==> config.mk <==
export PLATFORM = sky130hd
export DESIGN_NAME = regfile_sb_flat
export DESIGN_NICKNAME = d
export VERILOG_FILES = /design/src/rtl/regfile_sb_if.sv /design/src/rtl/regfile_sb.sv /design/src/flat_wrapper.sv
export SDC_FILE = /design/constraint.sdc
export NUM_CORES = 1
export LEC_CHECK = 0
export CAP_MARGIN = 10
export CORE_MARGIN = 10
export CORE_UTILIZATION = 64
export CTS_CLUSTER_SIZE = 25
export DETAILED_ROUTE_END_ITERATION = 10
export PLACE_DENSITY_LB_ADDON = 0.15
export SETUP_SLACK_MARGIN = 0.05
export SKIP_CTS_REPAIR_TIMING = 1
export SYNTH_ARGS = -nofsm -noshare
export SYNTH_HDL_FRONTEND = slang
export SYNTH_SLANG_ARGS = --single-unit
export TNS_END_PERCENT = 10
==> constraint.sdc <==
create_clock -name clk -period 3.9 [get_ports clk]
set_input_delay 0.39 -clock clk [delete_from_list [all_inputs] [get_ports clk]]
set_output_delay 0.39 -clock clk [all_outputs]
set_load 0.1 [all_outputs]
==> src/rtl/regfile_sb_if.sv <==
// Register-file bus: decode read/issue ports plus write-back port.
interface regfile_sb_if #(
  parameter int WIDTH = 16,
  parameter int SELW  = 3
);
  logic [SELW-1:0]  rd1_sel;
  logic [WIDTH-1:0] rd1_data;
  logic             rd1_busy;
  logic [SELW-1:0]  rd2_sel;
  logic [WIDTH-1:0] rd2_data;
  logic             rd2_busy;
  logic             wr_en;
  logic [SELW-1:0]  wr_sel;
  logic [WIDTH-1:0] wr_data;
  logic             iss_en;
  logic [SELW-1:0]  iss_sel;
  logic             iss_full;
  logic             sb_err;

  modport slave (
    input  rd1_sel, rd2_sel, wr_en, wr_sel, wr_data, iss_en, iss_sel,
    output rd1_data, rd1_busy, rd2_data, rd2_busy, iss_full, sb_err
  );

  modport master (
    output rd1_sel, rd2_sel, wr_en, wr_sel, wr_data, iss_en, iss_sel,
    input  rd1_data, rd1_busy, rd2_data, rd2_busy, iss_full, sb_err
  );
endinterface

==> src/rtl/regfile_sb.sv <==
// Register file with two combinational read ports, one write-back port,
// optional write-to-read bypass and a per-register in-flight scoreboard.
module regfile_sb #(
  parameter int WIDTH  = 16,
  parameter int NREG   = 8,
  parameter int SELW   = 3,
  parameter int BYPASS = 1
) (
  input logic         clk,
  input logic         rst,
  regfile_sb_if.slave bus
);

  logic [WIDTH-1:0] r_regs [NREG];
  logic [1:0]       r_cnt  [NREG];
  logic             r_sb_err;

  logic [1:0]       w_cnt_nxt [NREG];
  logic             w_inc     [NREG];
  logic             w_dec     [NREG];
  logic             w_wr_ok;
  logic             w_iss_full;
  logic             w_ovf;
  logic             w_unmatched;
  logic             w_rd1_hit;
  logic             w_rd2_hit;
  logic [WIDTH-1:0] w_rd1_data;
  logic [WIDTH-1:0] w_rd2_data;
  logic             w_rd1_busy;
  logic             w_rd2_busy;

  function automatic logic f_in_range(input logic [SELW-1:0] sel);
    return (32'(sel) < NREG);
  endfunction

  // Write qualification, scoreboard error detection and issue-full status
  always_comb begin
    w_wr_ok     = bus.wr_en && f_in_range(bus.wr_sel);
    w_iss_full  = 1'b0;
    w_unmatched = 1'b0;
    if (f_in_range(bus.iss_sel))
      w_iss_full = (r_cnt[bus.iss_sel] == 2'd3);
    if (w_wr_ok)
      w_unmatched = (r_cnt[bus.wr_sel] == 2'd0);
    w_ovf = bus.iss_en && w_iss_full;
  end

  // Read ports: stored value, or forwarded write data when bypass is enabled;
  // a retiring last producer whose data is forwarded no longer counts as busy
  always_comb begin
    w_rd1_hit  = (BYPASS != 0) && w_wr_ok && (bus.wr_sel == bus.rd1_sel);
    w_rd2_hit  = (BYPASS != 0) && w_wr_ok && (bus.wr_sel == bus.rd2_sel);
    w_rd1_data = '0;
    w_rd2_data = '0;
    w_rd1_busy = 1'b0;
    w_rd2_busy = 1'b0;
    if (f_in_range(bus.rd1_sel)) begin
      w_rd1_data = w_rd1_hit ? bus.wr_data : r_regs[bus.rd1_sel];
      w_rd1_busy = (r_cnt[bus.rd1_sel] != 2'd0) &&
                   !(w_rd1_hit && (r_cnt[bus.rd1_sel] == 2'd1));
    end
    if (f_in_range(bus.rd2_sel)) begin
      w_rd2_data = w_rd2_hit ? bus.wr_data : r_regs[bus.rd2_sel];
      w_rd2_busy = (r_cnt[bus.rd2_sel] != 2'd0) &&
                   !(w_rd2_hit && (r_cnt[bus.rd2_sel] == 2'd1));
    end
  end

  // Per-register saturating in-flight counter next state
  always_comb begin
    for (int unsigned i = 0; i < NREG; i++) begin
      w_inc[i]     = bus.iss_en && (bus.iss_sel == SELW'(i)) && (r_cnt[i] != 2'd3);
      w_dec[i]     = bus.wr_en  && (bus.wr_sel  == SELW'(i)) && (r_cnt[i] != 2'd0);
      w_cnt_nxt[i] = r_cnt[i];
      if (w_inc[i] && !w_dec[i])
        w_cnt_nxt[i] = r_cnt[i] + 2'd1;
      else if (w_dec[i] && !w_inc[i])
        w_cnt_nxt[i] = r_cnt[i] - 2'd1;
    end
  end

  // Register storage, scoreboard counters and sticky error flag
  always_ff @(posedge clk or negedge rst) begin
    if (!rst) begin
      for (int unsigned i = 0; i < NREG; i++) begin
        r_regs[i] <= '0;
        r_cnt[i]  <= '0;
      end
      r_sb_err <= 1'b0;
    end else begin
      for (int unsigned i = 0; i < NREG; i++) begin
        r_cnt[i] <= w_cnt_nxt[i];
        if (w_wr_ok && (bus.wr_sel == SELW'(i)))
          r_regs[i] <= bus.wr_data;
      end
      if (w_ovf || w_unmatched)
        r_sb_err <= 1'b1;
    end
  end

  assign bus.rd1_data = w_rd1_data;
  assign bus.rd2_data = w_rd2_data;
  assign bus.rd1_busy = w_rd1_busy;
  assign bus.rd2_busy = w_rd2_busy;
  assign bus.iss_full = w_iss_full;
  assign bus.sb_err   = r_sb_err;

endmodule

==> src/flat_wrapper.sv <==
// flat-port wrapper written by rule: the top's interface ports become plain ports
module regfile_sb_flat 
#(
  parameter int WIDTH  = 16,
  parameter int NREG   = 8,
  parameter int SELW   = 3,
  parameter int BYPASS = 1
)
  (clk, rst, bus_rd1_sel, bus_rd2_sel, bus_wr_en, bus_wr_sel, bus_wr_data, bus_iss_en, bus_iss_sel, bus_rd1_data, bus_rd1_busy, bus_rd2_data, bus_rd2_busy, bus_iss_full, bus_sb_err);
  regfile_sb_if #(.WIDTH(WIDTH), .SELW(SELW)) bus_i ();
  input logic clk;
  input logic rst;
  input wire logic [$bits(bus_i.rd1_sel)-1:0] bus_rd1_sel;
  input wire logic [$bits(bus_i.rd2_sel)-1:0] bus_rd2_sel;
  input wire logic [$bits(bus_i.wr_en)-1:0] bus_wr_en;
  input wire logic [$bits(bus_i.wr_sel)-1:0] bus_wr_sel;
  input wire logic [$bits(bus_i.wr_data)-1:0] bus_wr_data;
  input wire logic [$bits(bus_i.iss_en)-1:0] bus_iss_en;
  input wire logic [$bits(bus_i.iss_sel)-1:0] bus_iss_sel;
  output wire logic [$bits(bus_i.rd1_data)-1:0] bus_rd1_data;
  output wire logic [$bits(bus_i.rd1_busy)-1:0] bus_rd1_busy;
  output wire logic [$bits(bus_i.rd2_data)-1:0] bus_rd2_data;
  output wire logic [$bits(bus_i.rd2_busy)-1:0] bus_rd2_busy;
  output wire logic [$bits(bus_i.iss_full)-1:0] bus_iss_full;
  output wire logic [$bits(bus_i.sb_err)-1:0] bus_sb_err;
  assign bus_i.rd1_sel = bus_rd1_sel;
  assign bus_i.rd2_sel = bus_rd2_sel;
  assign bus_i.wr_en = bus_wr_en;
  assign bus_i.wr_sel = bus_wr_sel;
  assign bus_i.wr_data = bus_wr_data;
  assign bus_i.iss_en = bus_iss_en;
  assign bus_i.iss_sel = bus_iss_sel;
  assign bus_rd1_data = bus_i.rd1_data;
  assign bus_rd1_busy = bus_i.rd1_busy;
  assign bus_rd2_data = bus_i.rd2_data;
  assign bus_rd2_busy = bus_i.rd2_busy;
  assign bus_iss_full = bus_i.iss_full;
  assign bus_sb_err = bus_i.sb_err;
  regfile_sb #(.WIDTH(WIDTH), .NREG(NREG), .SELW(SELW), .BYPASS(BYPASS)) u_core (.clk(clk), .rst(rst), .bus(bus_i));
endmodule
# Word level (Yosys, flattened, before mapping)
# Index checks and enable logic that the tools add are counted.
word_totals:
  regBits: 145
  input_bits: 32
  output_inout_bits: 36
  word_cells: 200
classes:
  n_addsub: 16
  n_lt_le_gt_ge: 4
  n_eq_ne: 27
  n_mux: 37
  bitwise_logic: 4
  n_reduce_logical: 95
op_table:
  columns: ["operator", "n"]
  rows:
  - ["binary-select mux 16 bit (select 3 bit)", 2]
  - ["2-to-1 mux 16 bit", 6]
  - ["logical AND 1 bit", 55]
  - ["2-to-1 mux 2 bit", 24]
  - ["nonzero test 2 bit", 18]
  - ["binary-select mux 2 bit (select 3 bit)", 4]
  - ["equality test 3 bit (second input constant)", 8]
  - ["logical NOT 1 bit", 18]
  - ["adder 2 x 1 -> 2 bit (second input constant)", 8]
  - [">= comparator 4 bit (second input constant)", 4]
  - ["inequality test 2 bit (second input constant)", 8]
  - ["NOT 3 -> 4 bit", 4]
  - ["subtractor 2 x 1 -> 2 bit (second input constant)", 8]
  - ["equality test 3 x 2 -> 1 bit (second input constant)", 4]
  - ["equality test 3 x 1 -> 1 bit (second input constant)", 2]
  - ["equality test 3 bit", 2]
  - ["logical NOT 3 bit", 2]
  - ["equality test 2 x 1 -> 1 bit (second input constant)", 2]
  - ["equality test 2 bit (second input constant)", 1]
  - ["logical NOT 2 bit", 1]
  - ["logical OR 1 bit", 1]
  - ["2-to-1 mux 1 bit", 1]

# Logic depth before layout (Yosys ltp)
# Gate-level depths: netlist (run 1).
logic_depth:
  depth_word: 8
  ltp_mapped: 9
  mapped_depth_nobuf: 7

# Worst setup path before layout (run 1)
# OpenSTA, ideal clock, no wires.
synth_path:
  kind: "input port to output port"
  from: "input port bus_rd1_sel[0]"
  to: "output port bus_rd1_data[10]"
  arrival_ns: 2.792
  required_time_ns: 3.510
  slack_ns: 0.718
  stages: 6
  path_buffers: 3
  cell_sequence: "buf_4 -> buf_4 -> xnor2_1 -> nand4_2 -> buf_2 -> a21oi_1"
synth_between:
  elab_chain_cells: 5
  elab_cells_between_ends: 7
  classes_between: "1 x eq/ne; 4 x mux; 1 x bitwise; 1 x reduce/logical"
synth_lines:
  columns: ["item", "line", "rtl"]
  rows:
  - ["start: declaration", "flat_wrapper.sv:13", "input wire logic [$bits(bus_i.rd1_sel)-1:0] bus_rd1_sel;"]
  - ["NOT 3 -> 4 bit (not written as such)", "regfile_sb.sv:58", "w_rd1_data = w_rd1_hit ? bus.wr_data : r_regs[bus.rd1_sel];"]
  - ["binary-select mux 16 bit (select 3 bit)", "regfile_sb.sv:58", null]
  - ["2-to-1 mux 16 bit (not written as such) (2 in a row)", "regfile_sb.sv:58", null]
  - ["2-to-1 mux 16 bit (*)", "regfile_sb.sv:58", null]
  - ["end: declaration", "flat_wrapper.sv:20", "output wire logic [$bits(bus_i.rd1_data)-1:0] bus_rd1_data;"]
# Mark *: on every way between the ends. The rest lies on a longest branch, timed or not. The select of a mux whose other input is x is not followed.

# Final worst setup path (run 1)
layout_path:
  from: "input port bus_wr_sel[0]"
  to: "output port bus_rd2_data[3]"
layout_between:
  elab_chain_cells: 3
layout_lines:
  columns: ["item", "line", "rtl"]
  rows:
  - ["start: declaration", "flat_wrapper.sv:16", "input wire logic [$bits(bus_i.wr_sel)-1:0] bus_wr_sel;"]
  - ["equality test 3 bit", "regfile_sb.sv:52", "w_rd2_hit = (BYPASS != 0) && w_wr_ok && (bus.wr_sel == bus.rd2_sel);"]
  - ["logical AND 1 bit", "regfile_sb.sv:52", null]
  - ["2-to-1 mux 16 bit", "regfile_sb.sv:63", "w_rd2_data = w_rd2_hit ? bus.wr_data : r_regs[bus.rd2_sel];"]
  - ["end: declaration", "flat_wrapper.sv:22", "output wire logic [$bits(bus_i.rd2_data)-1:0] bus_rd2_data;"]
# No other way between the ends.

==> impl_metrics.csv, run 1 <==
group,metric,value,unit
floorplanning,ios,68,
grt,grt_pass1_vias,6035,
pwr,p_sw,2.52,mW
floorplanning,chipWidth,137,um
hold_path,hold_path_class,"flip-flop to flip-flop",
synthesis,ys_types,44,
critical_path,worst_setup_path_start_kind,"input port",
finish,fillers,760,
status,status,"finished clean",
synthesis,synth_ff_type,"dfrtp_1",
drt,wl_per_cell,24.4,um
synthesis,yosys.area.top_type_share,41.6,%
grt,antenna_found_initial,0,
grt,globalRouteOverflowTotal,0,
synthesis,synth-seq-cells,145,
floorplanning,initial_core_util,65.7,%
sta,rsz0062_at_grt,"no",
critical_path,reg2reg_to,"u_core.bus.sb_err",
drt,vias_per_cell,6.54,
placement,placed_cell_area,9700,um^2
floorplanning,dieArea,18700,um^2
clock_network,numCtsBuffers,17,
sta,drv_slew,0,
clock_network,cts.sinks,145,
clock_network,clockRootBuffer,"clkbuf_16",
sta,setup_viol,0,
floorplanning,rows,42,
drt,vias,5605,
pwr,clkPwrFrac,25.2,%
pwr,intPower,4.18,mW
finish,drive_gt1_share,46.0,%
critical_path,cp.arrival,2.66,ns
finish,syn_to_final_growth,18.2,%
critical_path,crit_fanout,18,
clock_network,clock_latency,0.42,ns
synthesis,yosys-top-cells-count,"dfrtp_1, mux2_2, mux4_2, nor2_1, a21oi_1",
critical_path,cp-startpoint,"bus_wr_sel[0]",
synthesis,synth.most_common_cell,"dfrtp_1",
drt,route.detailed.drc,0,
synthesis,synth.largest_area_cell,"dfrtp_1",
placement,hpwl,13.2,mm
clock_network,clk_path_buf_depth,2,
critical_path,ff2ff_path_depth,4,
sta,fmax,328,MHz
sta,tightest_slew,0.980,ns
clock_network,cts_tree,"yes",
synthesis,synthesis.nets,661,
drt,drt-pass1-iter-count,4,
synthesis,synth_edf_count,0,
synthesis,synthCells,621,
pwr,combPwrFrac,41.0,%
finish,nets,708,
sta,finalCritPeriodShare,78.1,%
synthesis,syn_area,8730,um^2
sta,relSlewSlack,34.7,%
grt,grt_max_degree,81,
finish,final_area,10300,um^2
floorplanning,core-area,13300,um^2
critical_path,ff2ff_setup_slack,2.22,ns
clock_network,clk_pin_slew_worst_paths,0.06,ns
synthesis,yosys-top-cells-area,"dfrtp_1, mux4_2, mux2_2",
placement,io_buffers,67,
critical_path,required,3.51,ns
placement,globalplace.congestion,0.821,
synthesis,synthArstFlopShare,100,%
sta,timing.setup.tns,0,ns
pwr,p_seq_share,33.8,%
pwr,switching_share,37.6,%
grt,grt_pass1_wl,34.1,mm
drt,drt_iter0_markers,401,
grt,grtUsageTotal,23.8,%
pwr,leakage,4.35,nW
pwr,power-per-cell-area,649,nW/um^2
critical_path,critPathCapture,"bus_rd2_data[3]",
sta,hold_viol,0,
sta,holdWs,0.476,ns
synthesis,syn_avg_cell_area,14.1,um^2
finish,antenna_cells,0,
clock_network,htreeDepth,4,
critical_path,crit_type,"input port to primary output",
drt,drtAntennaViolNets,0,
synthesis,synth-seq-area-share,41.6,%
sta,timing.final.crit_period,3.05,ns
drt,routed_wl,20.9,mm
critical_path,r2r_start,"u_core.r_cnt[5]",
sta,skew,0.00636,ns
floorplanning,die_h,137,um
synthesis,synth_warnings,0,
flow_run,maxCapViolCount,0,
pwr,irDropWorstVdd,0.000556,V
critical_path,end_kind,"primary output",
## kinds of logic after synthesis
| kind of cell | after synthesis | share of synthesized area, % |
|---|---|---|
| DFF | 145 | 41.6 |
| and+or+nand+nor | 89 | 6.03 |
| buffers and inverters | 60 | 4.91 |
| muxes | 232 | 39.6 |
| xor gates and xnor gates | 30 | 3.01 |
| AOI/OAI and AO/OA | 57 | 3.78 |
| adders and majority gates | 8 | 1.15 |
## area by class of cell
class | instances | area, um^2 | share of cell area (%)
multi-input cells | 416 | 4670 | 45.3
flip-flops and latches | 145 | 3630 | 35.1
repair buffers | 88 | 1190 | 11.5
clock buffers | 19 | 453 | 4.39
well taps | 176 | 220 | 2.13
clock inverters | 13 | 160 | 1.55
## metrics by stage
| stage | cells | setup WS [ns] | power, mW | util (%) |
|---|---|---|---|---|
| floorplan | 621 | 0.718 | 4.17 | - |
| global placement | 824 | 0.915 | 4.92 | 73.0 |
| detailed placement | 824 | 0.827 | 5.02 | 73.0 |
| CTS | 856 | 0.826 | 6.73 | 77.6 |
| global route | 857 | 0.727 | 6.97 | 77.6 |
| finish | 857 | 0.853 | 6.70 | 77.6 |
## placed cells by master (no fill, tap or decap), types with 3 or more instances in the layout
cell type        instances
mux2_2                 109
nand3_1                  3
buf_12                  37
clkbuf_16               17
mux4_2                  72
dfrtp_1                145
nor2_1                  44
a21oi_1                 37
clkinv_2                 4
clkinv_4                 3
mux2_4                  19
nor3b_1                  3
buf_4                   18
mux2i_1                 32
xor2_1                  16
clkdlybuf4s50_1         27
ha_1                     8
bufinv_16                3
o21ai_0                  5
nand2b_1                 4
or2_2                    6
nor3_1                   3
a211oi_1                 6
nand2_1                  9
buf_2                    4
xnor2_1                 14
## power by group through the flow
stage	clock [mW]	combinational (mW)	sequential [mW]
after floorplan	0	2.05	2.12
after global placement	0	2.70	2.22
after detailed placement	0	2.74	2.27
after CTS	1.71	2.76	2.25
after global routing	1.77	2.88	2.32
final	1.69	2.74	2.26
## metal layers
layer  wire length [um]  track usage (%)  vias up
met2              10500             38.7      161
met1               8890             30.6     2969
met5                  0                0        -
li1                   -                -     2439
met3               1030             5.06       36
met4                513             9.66        0
## flip-flops by register name, summed over array words and instances (netlist names)
signal             flops
u_core.r_regs        128
u_core.bus.sb_err      1
u_core.r_cnt          16
## critical path: stages
cell,delay [ns]
clkdlybuf4s50_1,0.73
xnor2_1,0.18
nand4_2,0.50
buf_12,0.37
a21oi_1,0.25
buf_12,0.22
## worst min-delay path by stage
| stage | from | endpoint | slack [ns] | depth (start not counted) |
|---|---|---|---|---|
| after global routing | u_core.bus.sb_err | u_core.bus.sb_err | 0.49 | 1 |
| after global placement | rst | u_core.r_regs[60] | 0.42 | 1 |
| after CTS | rst | u_core.r_regs[60] | -0.03 | 1 |
| final | u_core.bus.sb_err | u_core.bus.sb_err | 0.48 | 1 |
| after detailed placement | rst | u_core.r_regs[60] | 0.43 | 1 |
| after floorplan | rst | u_core.bus.sb_err | 0.09 | 0 |
Note: power is estimated with default switching activity, not from simulation.
==> run 2, diff against run 1 <==
Settings changed: CORE_UTILIZATION 64 to 59.
Clock period 3.9 ns to 3.2 ns, I/O delays scaled along.
==> run 2 against run 1 <==
Compared with the run above: clock skew is 0.0011 ns lower; sequential power is 23% higher; first-iteration DRC count grew 15%; critical path depth is the same; sequential cell count unchanged; worst hold slack worse by 0.0087 ns; register-to-register slack worse by 0.71 ns; via count grew 1.5%; die area up 7.2%; critical path type unchanged; largest power group unchanged; highest routed layer unchanged.
==> impl_metrics.csv, run 2 (synthesis results as in run 1) <==
group,metric,value,unit
critical_path,critPathBufInv,3,
floorplanning,initial_core_util,60.1,%
critical_path,slowest_delay,0.52,ns
drt,vias_per_cell,6.51,
critical_path,cp.arrival,2.36,ns
sta,fin_ws,0.520,ns
critical_path,required,2.88,ns
grt,globalRouteOverflowTotal,0,
drt,wl_per_cell,24.2,um
clock_network,numCtsBuffers,17,
finish,regMostFlops,"u_core.r_regs",
critical_path,cp_cell_sequence,"clkdlybuf4s50_1, xnor2_1, nand4_2, buf_4, a21oi_1, buf_12",
clock_network,htreeDepth,4,
floorplanning,chipWidth,142,um
finish,final_common_cell,"dfrtp_1",
floorplanning,ios,68,
placement,io_buffers,67,
sta,timing.final.crit_period,2.68,ns
sta,hold_viol,0,
drt,routed_wl,21.2,mm
grt,grt_pass1_wl,34.5,mm
finish,drive_gt1_share,46.5,%
drt,drt_iter0_markers,460,
clock_network,clk_pin_slew_worst_paths,0.06,ns
clock_network,cts_tree,"yes",
drt,drtAntennaViolNets,0,
sta,drv_slew,0,
sta,rsz0062_at_grt,"no",
pwr,power-per-cell-area,788,nW/um^2
finish,antenna_cells,0,
flow_run,maxCapViolCount,0,
finish,final_area,10400,um^2
sta,timing.setup.tns,0,ns
clock_network,clk_path_buf_depth,2,
critical_path,crit_path_top_delay_cell,"clkdlybuf4s50_1",
drt,route.detailed.drc,0,
critical_path,worst_setup_path_start_kind,"input port",
grt,grt_max_degree,71,
sta,holdWs,0.467,ns
finish,syn_to_final_growth,19.3,%
drt,vias,5690,
status,status,"finished clean",
sta,relSlewSlack,35.3,%
grt,grtUsageTotal,22.0,%
sta,fmax,373,MHz
finish,final_cell_mix,"dfrtp_1, mux2_2, mux4_2, nor2_1",
critical_path,end_kind,"primary output",
critical_path,crit_type,"input port to primary output",
floorplanning,dieArea,20100,um^2
sta,finalCritPeriodShare,83.8,%
pwr,leakage,4.40,nW
grt,grt_pass1_vias,6087,
finish,fin_util,71.7,%
clock_network,clock_latency,0.42,ns
finish,nets,718,
sta,tightest_slew,0.967,ns
finish,largest_reg_flops,128,
floorplanning,rows,44,
floorplanning,die_h,142,um
clock_network,clockRootBuffer,"clkbuf_16",
pwr,irDropWorstVdd,0.000635,V
critical_path,crit_fanout,14,
sta,skew,0.00521,ns
placement,hpwl,13.8,mm
placement,placed_cell_area,9790,um^2
floorplanning,core-area,14500,um^2
placement,globalplace.congestion,0.879,
placement,place_worst_setup_slack,0.543,ns
grt,antenna_found_initial,0,
finish,fillers,984,
critical_path,crit_family,"buffers and inverters",
clock_network,cts.sinks,145,
hold_path,hold_path_class,"flip-flop to flip-flop",
sta,setup_viol,0,
drt,drt-pass1-iter-count,4,
## run 2: metal layers
| layer | wire (um) | share of wire, % | GRT usage, % |
|---|---|---|---|
| met1 | 8580 | 40 | 27.7 |
| met5 | 0 | 0 | 0 |
| met3 | 1300 | 6.1 | 4.97 |
| met4 | 543 | 2.6 | 8.88 |
| met2 | 10800 | 51 | 36.0 |
## run 2: worst paths after layout
check / from / end / slack, ns / cells past startpoint
setup / recovery: bus_wr_sel[0] / bus_rd1_data[10] / 0.52 / 6
hold / removal: u_core.bus.sb_err / u_core.bus.sb_err / 0.47 / 1
setup reg to reg: u_core.r_cnt[7] / u_core.bus.sb_err / 1.51 / 4
hold reg to reg: u_core.bus.sb_err / u_core.bus.sb_err / 0.47 / 1
max in group asynchronous: rst / u_core.r_regs[90] / 1.81 / 3
min in group asynchronous: rst / u_core.r_regs[57] / 0.48 / 2
## run 2: cell type report
class	count	area, um^2	area share (%)
repair buffers	98	1260	12.1
well taps	184	230	2.21
flip-flops and latches	145	3630	34.8
clock buffers	20	457	4.39
clock inverters	11	161	1.55
multi-input cells	416	4670	44.9
## run 2: power breakdown
part / switching [mW] / internal (mW)
combinational: 1.82 / 1.53
sequential: 0.471 / 2.30
clock: 0.748 / 1.33
total: 3.04 / 5.17
## run 2: through the flow
step	power [mW]	std cells
final	8.20	874
after global routing	8.55	874
after CTS	8.25	873
after detailed placement	6.14	842
after global placement	6.02	842
after floorplan	5.08	621
